## config.mk

```make
export PLATFORM = sky130hd
export DESIGN_NAME = lcd_rgb_receiver
export DESIGN_NICKNAME = d
export VERILOG_FILES = /design/src/rtl/lcd_rgb_receiver.sv
export SDC_FILE = /design/constraint.sdc
export NUM_CORES = 1
export LEC_CHECK = 0
export CORE_MARGIN = 3
export CORE_UTILIZATION = 58
export CTS_CLUSTER_SIZE = 30
export DETAILED_ROUTE_END_ITERATION = 8
export PLACE_DENSITY = 0.83
export SLEW_MARGIN = 20
export SYNTH_ARGS = -nofsm -noshare
export SYNTH_HDL_FRONTEND = slang
export SYNTH_SLANG_ARGS = --single-unit
```

## constraint.sdc

```tcl
create_clock -name i_clk -period 5.6 [get_ports i_clk]
set_clock_uncertainty 0.2 [all_clocks]
set_input_delay 1.12 -clock i_clk [delete_from_list [all_inputs] [get_ports i_clk]]
set_output_delay 1.12 -clock i_clk [all_outputs]
set_load 0.005 [all_outputs]
```

## src/rtl/lcd_rgb_receiver.sv

```systemverilog
// RGB565 parallel-LCD receiver: measures hsync/vsync timing, locks onto the
// expected frame geometry and emits pixels tagged with their column and row.
`timescale 1ns/1ps
module lcd_rgb_receiver #(
    parameter int EXP_WIDTH   = 480,
    parameter int EXP_HEIGHT  = 272,
    parameter int LOCK_FRAMES = 2
) (
    input  logic        i_clk,
    input  logic        i_res_n,
    input  logic        i_hsync,
    input  logic        i_vsync,
    input  logic        i_de,
    input  logic [15:0] i_lcd_data,
    output logic        o_pix_valid,
    output logic [9:0]  o_pix_x,
    output logic [8:0]  o_pix_y,
    output logic [15:0] o_pix_data,
    output logic        o_frame_start,
    output logic        o_locked,
    output logic        o_err_hwidth,
    output logic        o_err_vheight,
    output logic [9:0]  o_h_period,
    output logic [8:0]  o_v_period
);

    typedef enum logic [1:0] { ST_SEARCH, ST_SYNC, ST_LOCKED } state_e;

    localparam int         G_W   = (LOCK_FRAMES > 1) ? $clog2(LOCK_FRAMES + 1) : 1;
    localparam logic [9:0] EXP_W = 10'(EXP_WIDTH);
    localparam logic [8:0] EXP_H = 9'(EXP_HEIGHT);

    // Input capture (stage 1) and one-cycle history (stage 2) for edge detection
    logic        hs1_q, vs1_q, de1_q, hs2_q, vs2_q, de2_q;
    logic [15:0] data1_q;

    // NOTE: sequential state is written with <= so every register samples the
    // pre-edge value of its neighbours, giving a true two-stage pipeline.
    always_ff @(posedge i_clk or negedge i_res_n) begin
        if (!i_res_n) begin
            hs1_q   <= 1'b1;
            vs1_q   <= 1'b1;
            de1_q   <= 1'b0;
            data1_q <= '0;
            hs2_q   <= 1'b1;
            vs2_q   <= 1'b1;
            de2_q   <= 1'b0;
        end else begin
            hs1_q   <= i_hsync;
            vs1_q   <= i_vsync;
            de1_q   <= i_de;
            data1_q <= i_lcd_data;
            hs2_q   <= hs1_q;
            vs2_q   <= vs1_q;
            de2_q   <= de1_q;
        end
    end

    logic h_fall, v_fall, de_fall;
    assign h_fall  = hs2_q & ~hs1_q;
    assign v_fall  = vs2_q & ~vs1_q;
    assign de_fall = de2_q & ~de1_q;

    logic [9:0]     hcnt_q, hcnt_d, x_q, x_d, h_period_q, h_period_d;
    logic [8:0]     vcnt_q, vcnt_d, y_q, y_d, v_period_q, v_period_d;
    logic [9:0]     hcnt_inc, x_inc;
    logic [8:0]     vcnt_inc, y_inc, y_close;
    logic           bad_q, bad_d;
    state_e         state_q, state_d;
    logic [G_W-1:0] g_q, g_d;
    logic           searching, width_err, height_err, frame_good;

    assign hcnt_inc = (hcnt_q == '1) ? hcnt_q : hcnt_q + 10'd1;
    assign x_inc    = (x_q == '1)    ? x_q    : x_q + 10'd1;
    assign vcnt_inc = (vcnt_q == '1) ? vcnt_q : vcnt_q + 9'd1;
    assign y_inc    = (y_q == '1)    ? y_q    : y_q + 9'd1;

    // A line whose DE falls together with vsync still belongs to the closing frame
    assign y_close    = de_fall ? y_inc : y_q;
    assign searching  = (state_q == ST_SEARCH);
    assign width_err  = de_fall && (x_q != EXP_W) && !searching;
    assign height_err = v_fall && (y_close != EXP_H) && !searching;
    assign frame_good = !(bad_q || width_err) && (y_close == EXP_H);

    // NOTE: every signal assigned in an always_comb gets a default first, so no
    // path can leave it unassigned and infer a latch.
    always_comb begin
        hcnt_d     = hcnt_inc;
        h_period_d = h_period_q;
        if (h_fall) begin
            h_period_d = hcnt_q;
            hcnt_d     = 10'd1;
        end

        vcnt_d     = h_fall ? vcnt_inc : vcnt_q;
        v_period_d = v_period_q;
        if (v_fall) begin
            v_period_d = vcnt_q;
            vcnt_d     = h_fall ? 9'd1 : 9'd0;
        end

        x_d = de1_q ? x_inc : x_q;
        if (h_fall) x_d = '0;

        y_d = y_close;
        if (v_fall) y_d = '0;

        bad_d = bad_q | width_err;
        if (v_fall) bad_d = 1'b0;
    end

    always_comb begin
        state_d = state_q;
        g_d     = g_q;
        if (v_fall) begin
            unique case (state_q)
                ST_SEARCH: begin
                    state_d = ST_SYNC;
                    g_d     = '0;
                end
                ST_SYNC: begin
                    if (frame_good) begin
                        g_d = g_q + 1'b1;
                        if (int'(g_q) + 1 >= LOCK_FRAMES) state_d = ST_LOCKED;
                    end else begin
                        g_d = '0;
                    end
                end
                ST_LOCKED: begin
                    if (!frame_good) begin
                        state_d = ST_SYNC;
                        g_d     = '0;
                    end
                end
                default: begin
                    state_d = ST_SEARCH;
                    g_d     = '0;
                end
            endcase
        end
    end

    logic        pv_a_q, pix_valid_q;
    logic [9:0]  px_a_q, pix_x_q;
    logic [8:0]  py_a_q, pix_y_q;
    logic [15:0] pd_a_q, pix_data_q;
    logic        frame_start_q, locked_q, err_h_q, err_v_q;

    always_ff @(posedge i_clk or negedge i_res_n) begin
        if (!i_res_n) begin
            hcnt_q        <= '0;
            vcnt_q        <= '0;
            x_q           <= '0;
            y_q           <= '0;
            h_period_q    <= '0;
            v_period_q    <= '0;
            bad_q         <= 1'b0;
            state_q       <= ST_SEARCH;
            g_q           <= '0;
            pv_a_q        <= 1'b0;
            px_a_q        <= '0;
            py_a_q        <= '0;
            pd_a_q        <= '0;
            pix_valid_q   <= 1'b0;
            pix_x_q       <= '0;
            pix_y_q       <= '0;
            pix_data_q    <= '0;
            frame_start_q <= 1'b0;
            locked_q      <= 1'b0;
            err_h_q       <= 1'b0;
            err_v_q       <= 1'b0;
        end else begin
            hcnt_q        <= hcnt_d;
            vcnt_q        <= vcnt_d;
            x_q           <= x_d;
            y_q           <= y_d;
            h_period_q    <= h_period_d;
            v_period_q    <= v_period_d;
            bad_q         <= bad_d;
            state_q       <= state_d;
            g_q           <= g_d;
            // Pixel tags are the pre-increment counters; a second register
            // stage sets the input-to-output pixel latency.
            pv_a_q        <= de1_q & ~searching;
            px_a_q        <= x_q;
            py_a_q        <= y_q;
            pd_a_q        <= data1_q;
            pix_valid_q   <= pv_a_q;
            pix_x_q       <= px_a_q;
            pix_y_q       <= py_a_q;
            pix_data_q    <= pd_a_q;
            frame_start_q <= v_fall;
            locked_q      <= (state_d == ST_LOCKED);
            err_h_q       <= width_err;
            err_v_q       <= height_err;
        end
    end

    assign o_pix_valid   = pix_valid_q;
    assign o_pix_x       = pix_x_q;
    assign o_pix_y       = pix_y_q;
    assign o_pix_data    = pix_data_q;
    assign o_frame_start = frame_start_q;
    assign o_locked      = locked_q;
    assign o_err_hwidth  = err_h_q;
    assign o_err_vheight = err_v_q;
    assign o_h_period    = h_period_q;
    assign o_v_period    = v_period_q;

endmodule

```

==> impl_metrics.toml, run 1 <==
[drt]
drc_errors = 0
drt_iter0_markers = 239
vias = 3551
ant_nets = 0
post_drt_wl_per_cell_um = 15.2
wirelength_mm = 10.2
vias_per_cell = 5.32
first_pass_iters = 7

[global_route]
antenna_found_initial = 0
grt_pass1_wl_mm = 17.8
grt.total_usage_pct = 20.6
overflow = 0
grt_max_degree = 126
grt_pass1_vias = 3639

[sta]
setup_viol = 0
period_minus_slack_ps = 2710
slew_viol_final = 0
grt_setup_unrepaired = "no"
slew_headroom_pct = 26.8
finalHoldViolCount = 0
tightest_slew_ps = 1090
tns_ps = 0
min_period_over_period_pct = 48.3
fmax_ghz = 0.370

[setup_path]
r2r_start = "vs1_q$_DFF_PN1_"
cp_slowest_stage_delay_ps = 520
crit_required_ps = 4280
crit_chain = "clkdlybuf4s50_1"
endpoint = "o_h_period[4]"
worstSetupStartpointType = "flip-flop"
reg2reg_slack_ps = 2980
path_max_fanout = 2
cp-end-kind = "output port"
cp_data_arrival_time_ps = 1390
critical_path.top_delay_family = "buffers and inverters"
worstRegToRegCells = 4
cp.depth = 1
worstSetupPathType = "flip-flop to output port"
cp_slowest_cell = "clkdlybuf4s50_1"
crit_buf_inv = 1
worstSetupStartpoint = "o_h_period[4]$_DFFE_PN0P_"
rr_endpoint = "state_q[0]$_DFF_PN0_"

[cells_and_area]
antenna_cells = 0
drive_above_1_share_pct = 8.53
utilization_pct = 76.1
area_growth_pct = 26.9
nets = 554
final_common_cell = "dfrtp_1"
final_area_um2 = 7100
layout_common_cells = "dfrtp_1 (156), clkdlybuf4s50_1 (78), nand2_1 (77)"

[placed_design]
hpwl_mm = 6.26
io_buffers = 79
postPlaceCellArea_um2 = 6520
gp_congestion = 0.836

[clock_network]
cts_setup_buffers = 0
cts_buffers = 17
insertion_delay_ps = 520
clockRootBuffer = "clkbuf_8"
cts_tree = "yes"
cts_resized = 0
cts.path.max_buffers = 2
cts.sink_count = 160
clk_pin_slew_ps = 60
cts-htree-levels = 4
hold_buffers = 0

[yosys]
synth-main-ff-cell = "dfrtp_1"
yosysUniqueCellTypes = 52
synth_area_um2 = 5600
syn_inst = 438
ys_seq_area_share_pct = 71.6
syn_area_per_cell_um2 = 12.8
ys_ff_latch = 160
synth_nets = 466
synth-async-reset-ratio_pct = 100
synth-edff-count = 0
yosysWarningCount = 0

[power]
ir_drop_uv = 222
p_per_area_nw_per_um2 = 371
total_power_mw = 2.64
leakagePower_nw = 3.26

[die]
ios = 80
fp-row-count = 35
start_util_pct = 60.0
dieArea_um2 = 10900
die_w_um = 104
core_area_um2 = 9330
dieHeight_um = 104

[worst_hold_path]
min_path_type = "flip-flop to flip-flop"

[run]
drv_cap = 0

[status]
status = "completed"
-- worst reg2reg max path: cells and delay by family, from the launching register on --
kind	cells	cell delay (ps)
AO/OA/AOI/OAI	1	400
flip-flops	1	520
buffers and inverters	1	630
AND/OR/NAND/NOR	2	760
-- Yosys cell counts, types with 2 or more instances --
cell type,count,share of area (%)
dfrtp_1,156,70
nand2_1,77,5.2
nor2_1,37,2.5
xor2_1,14,2.2
a21oi_1,11,0.98
nand3_1,11,0.98
inv_1,10,0.67
nand4_1,9,1.0
o21ai_0,9,0.80
nor3_1,8,0.72
clkbuf_1,7,0.47
ha_1,7,1.6
mux2i_1,7,1.3
xnor2_1,7,1.1
and3_1,5,0.56
a211oi_1,4,0.54
dfstp_2,4,1.9
nor2b_1,4,0.45
a31oi_1,3,0.34
and4_1,3,0.47
nand2b_1,3,0.34
nor3b_1,3,0.40
or3_1,3,0.34
a311oi_1,2,0.31
a41oi_1,2,0.31
and2_1,2,0.22
and4b_1,2,0.36
buf_1,2,0.13
buf_2,2,0.18
o31ai_1,2,0.27
-- cell families (layout without fill, tap and decap cells) --
logic type,count (synthesis),in the layout,share of synthesized area [%]
adders and majority gates,7,7,1.57
AOI/OAI and AO/OA,41,41,4.92
muxes,9,9,1.72
DFF,160,160,71.6
xor gates and xnor gates,21,21,3.29
buffers and inverters,21,122,1.45
and+or+nand+nor,179,179,15.4
-- registers in the layout (all words and copies together), names as in the netlist, 2 cells and up --
name / flops
y_q: 9
o_h_period: 10
hcnt_q: 10
vcnt_q: 9
o_v_period: 9
o_pix_data: 16
x_q: 10
o_pix_y: 9
px_a_q: 10
o_pix_x: 10
data1_q: 16
pd_a_q: 16
g_q: 2
py_a_q: 9
state_q: 2
-- report_power, final --
| group | switching, mW | internal, mW |
|---|---|---|
| logic | 0.0998 | 0.108 |
| clock network | 0.475 | 0.647 |
| registers | 0.0649 | 1.24 |
| total | 0.639 | 2.00 |
-- how the worst min path moves through the flow --
| stage | cells past startpoint | endpoint | start |
|---|---|---|---|
| final | 0 | o_pix_y[1]$_DFF_PN0_ | py_a_q[1]$_DFF_PN0_ |
| after global placement | 0 | o_pix_data[2]$_DFF_PN0_ | pd_a_q[2]$_DFF_PN0_ |
| after floorplan | 0 | o_pix_data[0]$_DFF_PN0_ | pd_a_q[0]$_DFF_PN0_ |
| after CTS | 0 | o_pix_y[8]$_DFF_PN0_ | py_a_q[8]$_DFF_PN0_ |
| after global routing | 0 | o_pix_y[4]$_DFF_PN0_ | py_a_q[4]$_DFF_PN0_ |
| after detailed placement | 0 | o_pix_data[0]$_DFF_PN0_ | pd_a_q[0]$_DFF_PN0_ |
-- final cells by class --
| class | instances | area (µm²) |
|---|---|---|
| inverter | 10 | 37.5 |
| multi-input combinational | 257 | 1510 |
| clock buffer | 17 | 414 |
| timing repair buffer | 80 | 802 |
| tap | 129 | 161 |
| sequential | 160 | 4010 |
| fill | 554 | 2230 |
| clock inverter | 15 | 170 |
-- metrics by stage --
stage / instances / hold slack, ps / worst slack (ps)
5_1_grt: 668 / 151 / 2730
2_1_floorplan: 438 / 131 / 3270
3_3_place_gp: 636 / 132 / 2970
4_1_cts: 668 / 149 / 2870
3_5_place_dp: 636 / 135 / 2940
6_report: 668 / 148 / 2890
-- routing by layer --
layer  vias to the layer above  GRT usage (%)  share of wire, %
li1                       1653              -                 -
met5                         -              0                 0
met3                        16           5.83               5.4
met4                         0           6.65               1.2
met1                      1744           27.7                44
met2                       138           33.0                50
No activity file was read; power rests on OpenSTA's default activity.
==> inputs of run 2 (changes only) <==
CORE_UTILIZATION = 48   (was 58)
PLACE_DENSITY = 0.73   (was 0.83)
clock period = 2.3 ns   (was 5.6 ns; I/O delays follow)
==> run 2 against run 1 <==
  * The flow now finishes with violations (negative setup slack)
  * Routed wire length grew 0.20%
  * Register-to-register slack lost 3000 ps
  * Critical path depth is 6 higher
  * Sequential share of layout area decreased by 2.5 points
  * Count of clock-buffer cells in the layout up 2
  * Combinational power rose to 2.9 times the previous value
  * Flip-flop and latch count is the same
  * Sequential power is 140% higher
  * Die area rose by 20%
  * Final area rose by 4.6%
  * Non-clock buffer count increased by 28
==> impl_metrics.toml, run 2 (synthesis gave the netlist of run 1 again) <==
[sta]
finalHoldViolCount = 0
tightest_slew_ps = 511
slew_viol_final = 0
grt_setup_unrepaired = "yes"
holdWs_ps = 145
period_minus_slack_ps = 2320
setup_viol = 1
worst_slack_ps = -24.7
fmax_ghz = 0.430
min_period_over_period_pct = 101
slew_headroom_pct = 65.9

[power]
ir_drop_uv = 766
p_per_area_nw_per_um2 = 875
leakagePower_nw = 3.44

[setup_path]
worstRegToRegCells = 7
cp_data_arrival_time_ps = 2440
r2r_start = "y_q[0]$_DFF_PN0_"
crit_required_ps = 2420
reg2reg_slack_ps = -20
worstSetupPathType = "flip-flop to flip-flop"
path_max_fanout = 6
rr_endpoint = "g_q[1]$_DFFE_PN0P_"
cp-end-kind = "flip-flop"
worstSetupStartpointType = "flip-flop"

[global_route]
top_usage_layer = "met2"
overflow = 0
grtUsageMet1_pct = 23.1
antenna_found_initial = 0
grt_pass1_vias = 3619
use_met2_pct = 26.2
grt.total_usage_pct = 17.2
grt_max_degree = 50
use_met3_pct = 5.09
grt_pass1_wl_mm = 17.4

[clock_network]
cts_buffers = 17
cts-htree-levels = 4
cts.sink_count = 160
cts.path.max_buffers = 2
insertion_delay_ps = 410
clockRootBuffer = "clkbuf_16"
clk_pin_slew_ps = 60
cts_tree = "yes"

[die]
start_util_pct = 50.3
ios = 80
fp-row-count = 38
dieHeight_um = 114
dieArea_um2 = 13000
core_area_um2 = 11100
die_w_um = 114

[cells_and_area]
layout_common_cells = "dfrtp_1 (156), clkdlybuf4s50_1 (78), nand2_1 (77)"
nets = 582
area_growth_pct = 32.8
antenna_cells = 0
drive_above_1_share_pct = 14.8
final_common_cell = "dfrtp_1"

[run]
drv_cap = 0

[status]
violations = "negative setup slack"
status = "finished, violations left"

[drt]
drt_iter0_markers = 214
vias = 3609
first_pass_iters = 4
post_drt_wl_per_cell_um = 14.4
vias_per_cell = 5.10
wirelength_mm = 10.2
drc_errors = 0
ant_nets = 0

[worst_hold_path]
hold-path-endpoint = "o_pix_x[2]$_DFF_PN0_"
min_path_type = "flip-flop to flip-flop"
holdCritStartpoint = "px_a_q[2]$_DFF_PN0_"
hold_path_depth = 0

[placed_design]
hpwl_mm = 6.84
place_ws_ps = 8.46
gp_congestion = 0.858
io_buffers = 79
## run 2: cell count changes in the layout (fill, tap and decap cells not counted), moves of 2 or more
cell / delta
clkinvlp_4: -4
clkinv_4: +2
buf_12: +3
ha_2: +3
buf_4: +24
ha_1: -3
## run 2: area by class of cell
type,instances,area [µm²]
tap,140,175
fill,817,3700
sequential,160,4010
multi-input combinational,257,1560
timing repair buffer,108,1050
clock inverter,13,144
inverter,10,37.5
clock buffer,19,453
## run 2: worst max-delay path by stage
stage                                     start                    end  slack, ps  cells past startpoint
after detailed placement     x_q[1]$_DFFE_PN0P_     g_q[1]$_DFFE_PN0P_          8                      8
after global placement         y_q[0]$_DFF_PN0_     g_q[1]$_DFFE_PN0P_         90                      7
after global routing           y_q[0]$_DFF_PN0_     g_q[1]$_DFFE_PN0P_       -110                      7
after CTS                    x_q[1]$_DFFE_PN0P_     g_q[1]$_DFFE_PN0P_          3                      8
after floorplan           vcnt_q[0]$_DFFE_PN0P_  vcnt_q[5]$_DFFE_PN0P_         60                      9
final                          y_q[0]$_DFF_PN0_     g_q[1]$_DFFE_PN0P_        -20                      7
## run 2: timing repair
| action | 4_1_cts | 5_1_grt |
|---|---|---|
| endpoints found under the hold margin | 46 | 0 |
| pin swaps | 1 | 6 |
| setup endpoints to repair | 1 | 7 |
| resized for setup | 0 | 14 |
| hold buffers | 1 | 0 |
| setup buffers | 2 | 1 |
## run 2: worst max-delay path: stages (launching register included)
cell and delay, ps:
dfrtp_1 390, ha_1 300, and4bb_2 310, a21oi_1 70
mux2_4 290, nor3_4 220, nand4_1 160, o32ai_2 280
## run 2: layer usage
| metal | up-vias | share of wire [%] |
|---|---|---|
| met5 | - | 0 |
| li1 | 1714 | - |
| met4 | 0 | 1.2 |
| met2 | 101 | 48 |
| met1 | 1784 | 46 |
| met3 | 10 | 5.1 |
## run 2: report_power, final
part | internal, mW | switching (mW)
logic | 0.318 | 0.278
clock network | 1.59 | 1.16
registers | 3.02 | 0.134
total | 4.93 | 1.57
## run 2: per-stage QoR
step	utilization (%)	std cells	setup TNS (ps)	power [mW]	area [µm²]
after global placement	60.7	671	0	3.75	6750
after global routing	66.8	707	-147	6.81	7430
final	66.8	707	-24.7	6.50	7430
after detailed placement	60.7	671	0	3.79	6750
after floorplan	-	438	0	3.40	5600
after CTS	66.3	706	0	6.58	7370
==> inputs of run 3 (changes only) <==
GPL_TIMING_DRIVEN = 1   (was default)
MAX_ROUTING_LAYER = met4   (was default)
RECOVER_POWER = 100   (was default)
==> run 3 against run 2 <==
  * The run now ends clean
  * Via count decreased by 0.47%
  * Die area unchanged
  * Register-to-register slack improved by 40 ps
  * Highest routed layer unchanged
==> impl_metrics.toml, run 3 (synthesis gave the netlist of run 1 again) <==
[drt]
post_drt_wl_per_cell_um = 14.7
vias_per_cell = 5.07
drc_errors = 0
wirelength_mm = 10.4
ant_nets = 0
drt_iter0_markers = 266
vias = 3592
first_pass_iters = 4

[power]
leakagePower_nw = 3.40
switching_share_pct = 24.5
seqPwrFrac_pct = 48.8
combPwrFrac_pct = 9.0
ir_drop_uv = 575
p_per_area_nw_per_um2 = 881
power.internal_mw = 4.89
p_switching_mw = 1.58
power_frac_clock_pct = 42.3

[clock_network]
cts_tree = "yes"
clockRootBuffer = "clkbuf_16"
cts_buffers = 17
cts.path.max_buffers = 2
clk_pin_slew_ps = 70
cts.sink_count = 160
cts-htree-levels = 4
insertion_delay_ps = 420

[sta]
finalHoldViolCount = 0
setup_viol = 0
tightest_slew_ps = 664
period_minus_slack_ps = 2290
grt_setup_unrepaired = "yes"
slew_viol_final = 0
fmax_ghz = 0.437
holdWs_ps = 144
worst_slack_ps = 12.2
slew_headroom_pct = 55.6
min_period_over_period_pct = 99.5

[global_route]
use_met2_pct = 27.4
grt_pass1_vias = 3718
grt_pass1_wl_mm = 17.7
antenna_found_initial = 1
use_met3_pct = 4.93
grtUsageMet1_pct = 23.1
grt.total_usage_pct = 18.0
grt_max_degree = 56
top_usage_layer = "met2"
overflow = 0

[die]
start_util_pct = 50.3
dieArea_um2 = 13000
fp-row-count = 38
die_w_um = 114
dieHeight_um = 114
core_area_um2 = 11100
ios = 80

[setup_path]
cp_slowest_stage_delay_ps = 390
cp_slowest_cell = "dfrtp_1"
cp-end-kind = "flip-flop"
reg2reg_slack_ps = 10
worstSetupPathType = "flip-flop to flip-flop"
rr_endpoint = "g_q[1]$_DFFE_PN0P_"
crit_chain = "ha_1 -> and4bb_2 -> a22oi_2 -> mux2_4 -> nor3_4 -> nand4_1 -> o32ai_2"
worstSetupStartpointType = "flip-flop"
path_max_fanout = 3
crit_required_ps = 2430
cp_data_arrival_time_ps = 2410
worstRegToRegCells = 7
r2r_start = "y_q[1]$_DFF_PN0_"

[cells_and_area]
area_growth_pct = 31.2
fillCellCount = 850
drive_above_1_share_pct = 12.9
final_common_cell = "dfrtp_1"
nets = 583
layout_common_cells = "dfrtp_1 (155), nand2_1 (77), clkdlybuf4s50_1 (59)"

[worst_hold_path]
hold-path-endpoint = "o_pix_x[0]$_DFF_PN0_"
holdCritStartpoint = "px_a_q[0]$_DFF_PN0_"
hold_path_depth = 0
min_path_type = "flip-flop to flip-flop"

[status]
status = "completed"

[placed_design]
place_ws_ps = -23.9
io_buffers = 79
gp_congestion = 0.856
hpwl_mm = 6.92

[run]
drv_cap = 0
[run 3: changes by cell type in the layout (fill, tap and decap cells not counted), moves of 3 or more]
cell             before  now
clkbuf_4              0    3
ha_2                  3    0
inv_8                 2    5
buf_4                25   16
clkdlybuf4s50_1      78   59
clkbuf_1              0    8
inv_6                 5    1
ha_1                  4    7
dlygate4sd3_1         1   20
buf_12                3    0
[run 3: stage by stage]
| step | instances | TNS, ps | total power, mW | instance area (µm²) | utilization [%] |
|---|---|---|---|---|---|
| finish | 709 | 0 | 6.47 | 7340 | 66.0 |
| floorplan | 438 | 0 | 3.40 | 5600 | - |
| detailed placement | 667 | -23.9 | 3.78 | 6720 | 60.4 |
| global route | 709 | -129 | 6.76 | 7340 | 66.0 |
| global placement | 667 | 0 | 3.75 | 6720 | 60.4 |
| CTS | 705 | -18.5 | 6.56 | 7360 | 66.1 |
[run 3: cell type report]
type	count	area (µm²)	share of cell area [%]
flip-flops and latches	160	4010	54.6
inverters	10	37.5	0.511
clock inverters	14	149	2.03
well taps	140	175	2.39
repair buffers	109	985	13.4
clock buffers	18	439	5.98
multi-input cells	257	1550	21.0
diodes	1	2.50	0.0341
[run 3: how the worst max path moves through the flow]
| stage | from | to | depth (start not counted) |
|---|---|---|---|
| final | y_q[1]$_DFF_PN0_ | g_q[1]$_DFFE_PN0P_ | 7 |
| after global routing | y_q[3]$_DFF_PN0_ | g_q[1]$_DFFE_PN0P_ | 7 |
| after CTS | y_q[1]$_DFF_PN0_ | g_q[1]$_DFFE_PN0P_ | 7 |
| after detailed placement | x_q[1]$_DFFE_PN0P_ | g_q[1]$_DFFE_PN0P_ | 8 |
| after global placement | y_q[0]$_DFF_PN0_ | g_q[1]$_DFFE_PN0P_ | 7 |
| after floorplan | vcnt_q[0]$_DFFE_PN0P_ | vcnt_q[5]$_DFFE_PN0P_ | 9 |
[run 3: critical path, delay by kind of cell (launching register included)]
family | cells | cell delay, ps
compound gates | 2 | 350
mux | 1 | 300
simple gates | 3 | 650
fa+ha+maj | 1 | 310
flops | 1 | 390
[run 3: timing repair]
action	4_1_cts	5_1_grt
buffers inserted	5	3
pin swaps	6	8
hold buffers	1	0
setup endpoints to repair	1	8
hold endpoints to repair	52	0
gates resized for setup	1	10
[run 3: metal layers]
layer	part of all wire (%)	wire length (µm)
met1	45	4710
met2	48	4980
met3	5.4	561
met4	1.7	176
met5	0	0
[run 3: power groups by stage]
stage                     clock network [mW]  logic, mW  registers [mW]
final                                   2.73      0.580            3.15
after global routing                    2.94      0.648            3.18
after CTS                               2.81      0.600            3.15
after detailed placement                   0      0.577            3.20
after global placement                     0      0.556            3.19
after floorplan                            0      0.208            3.19
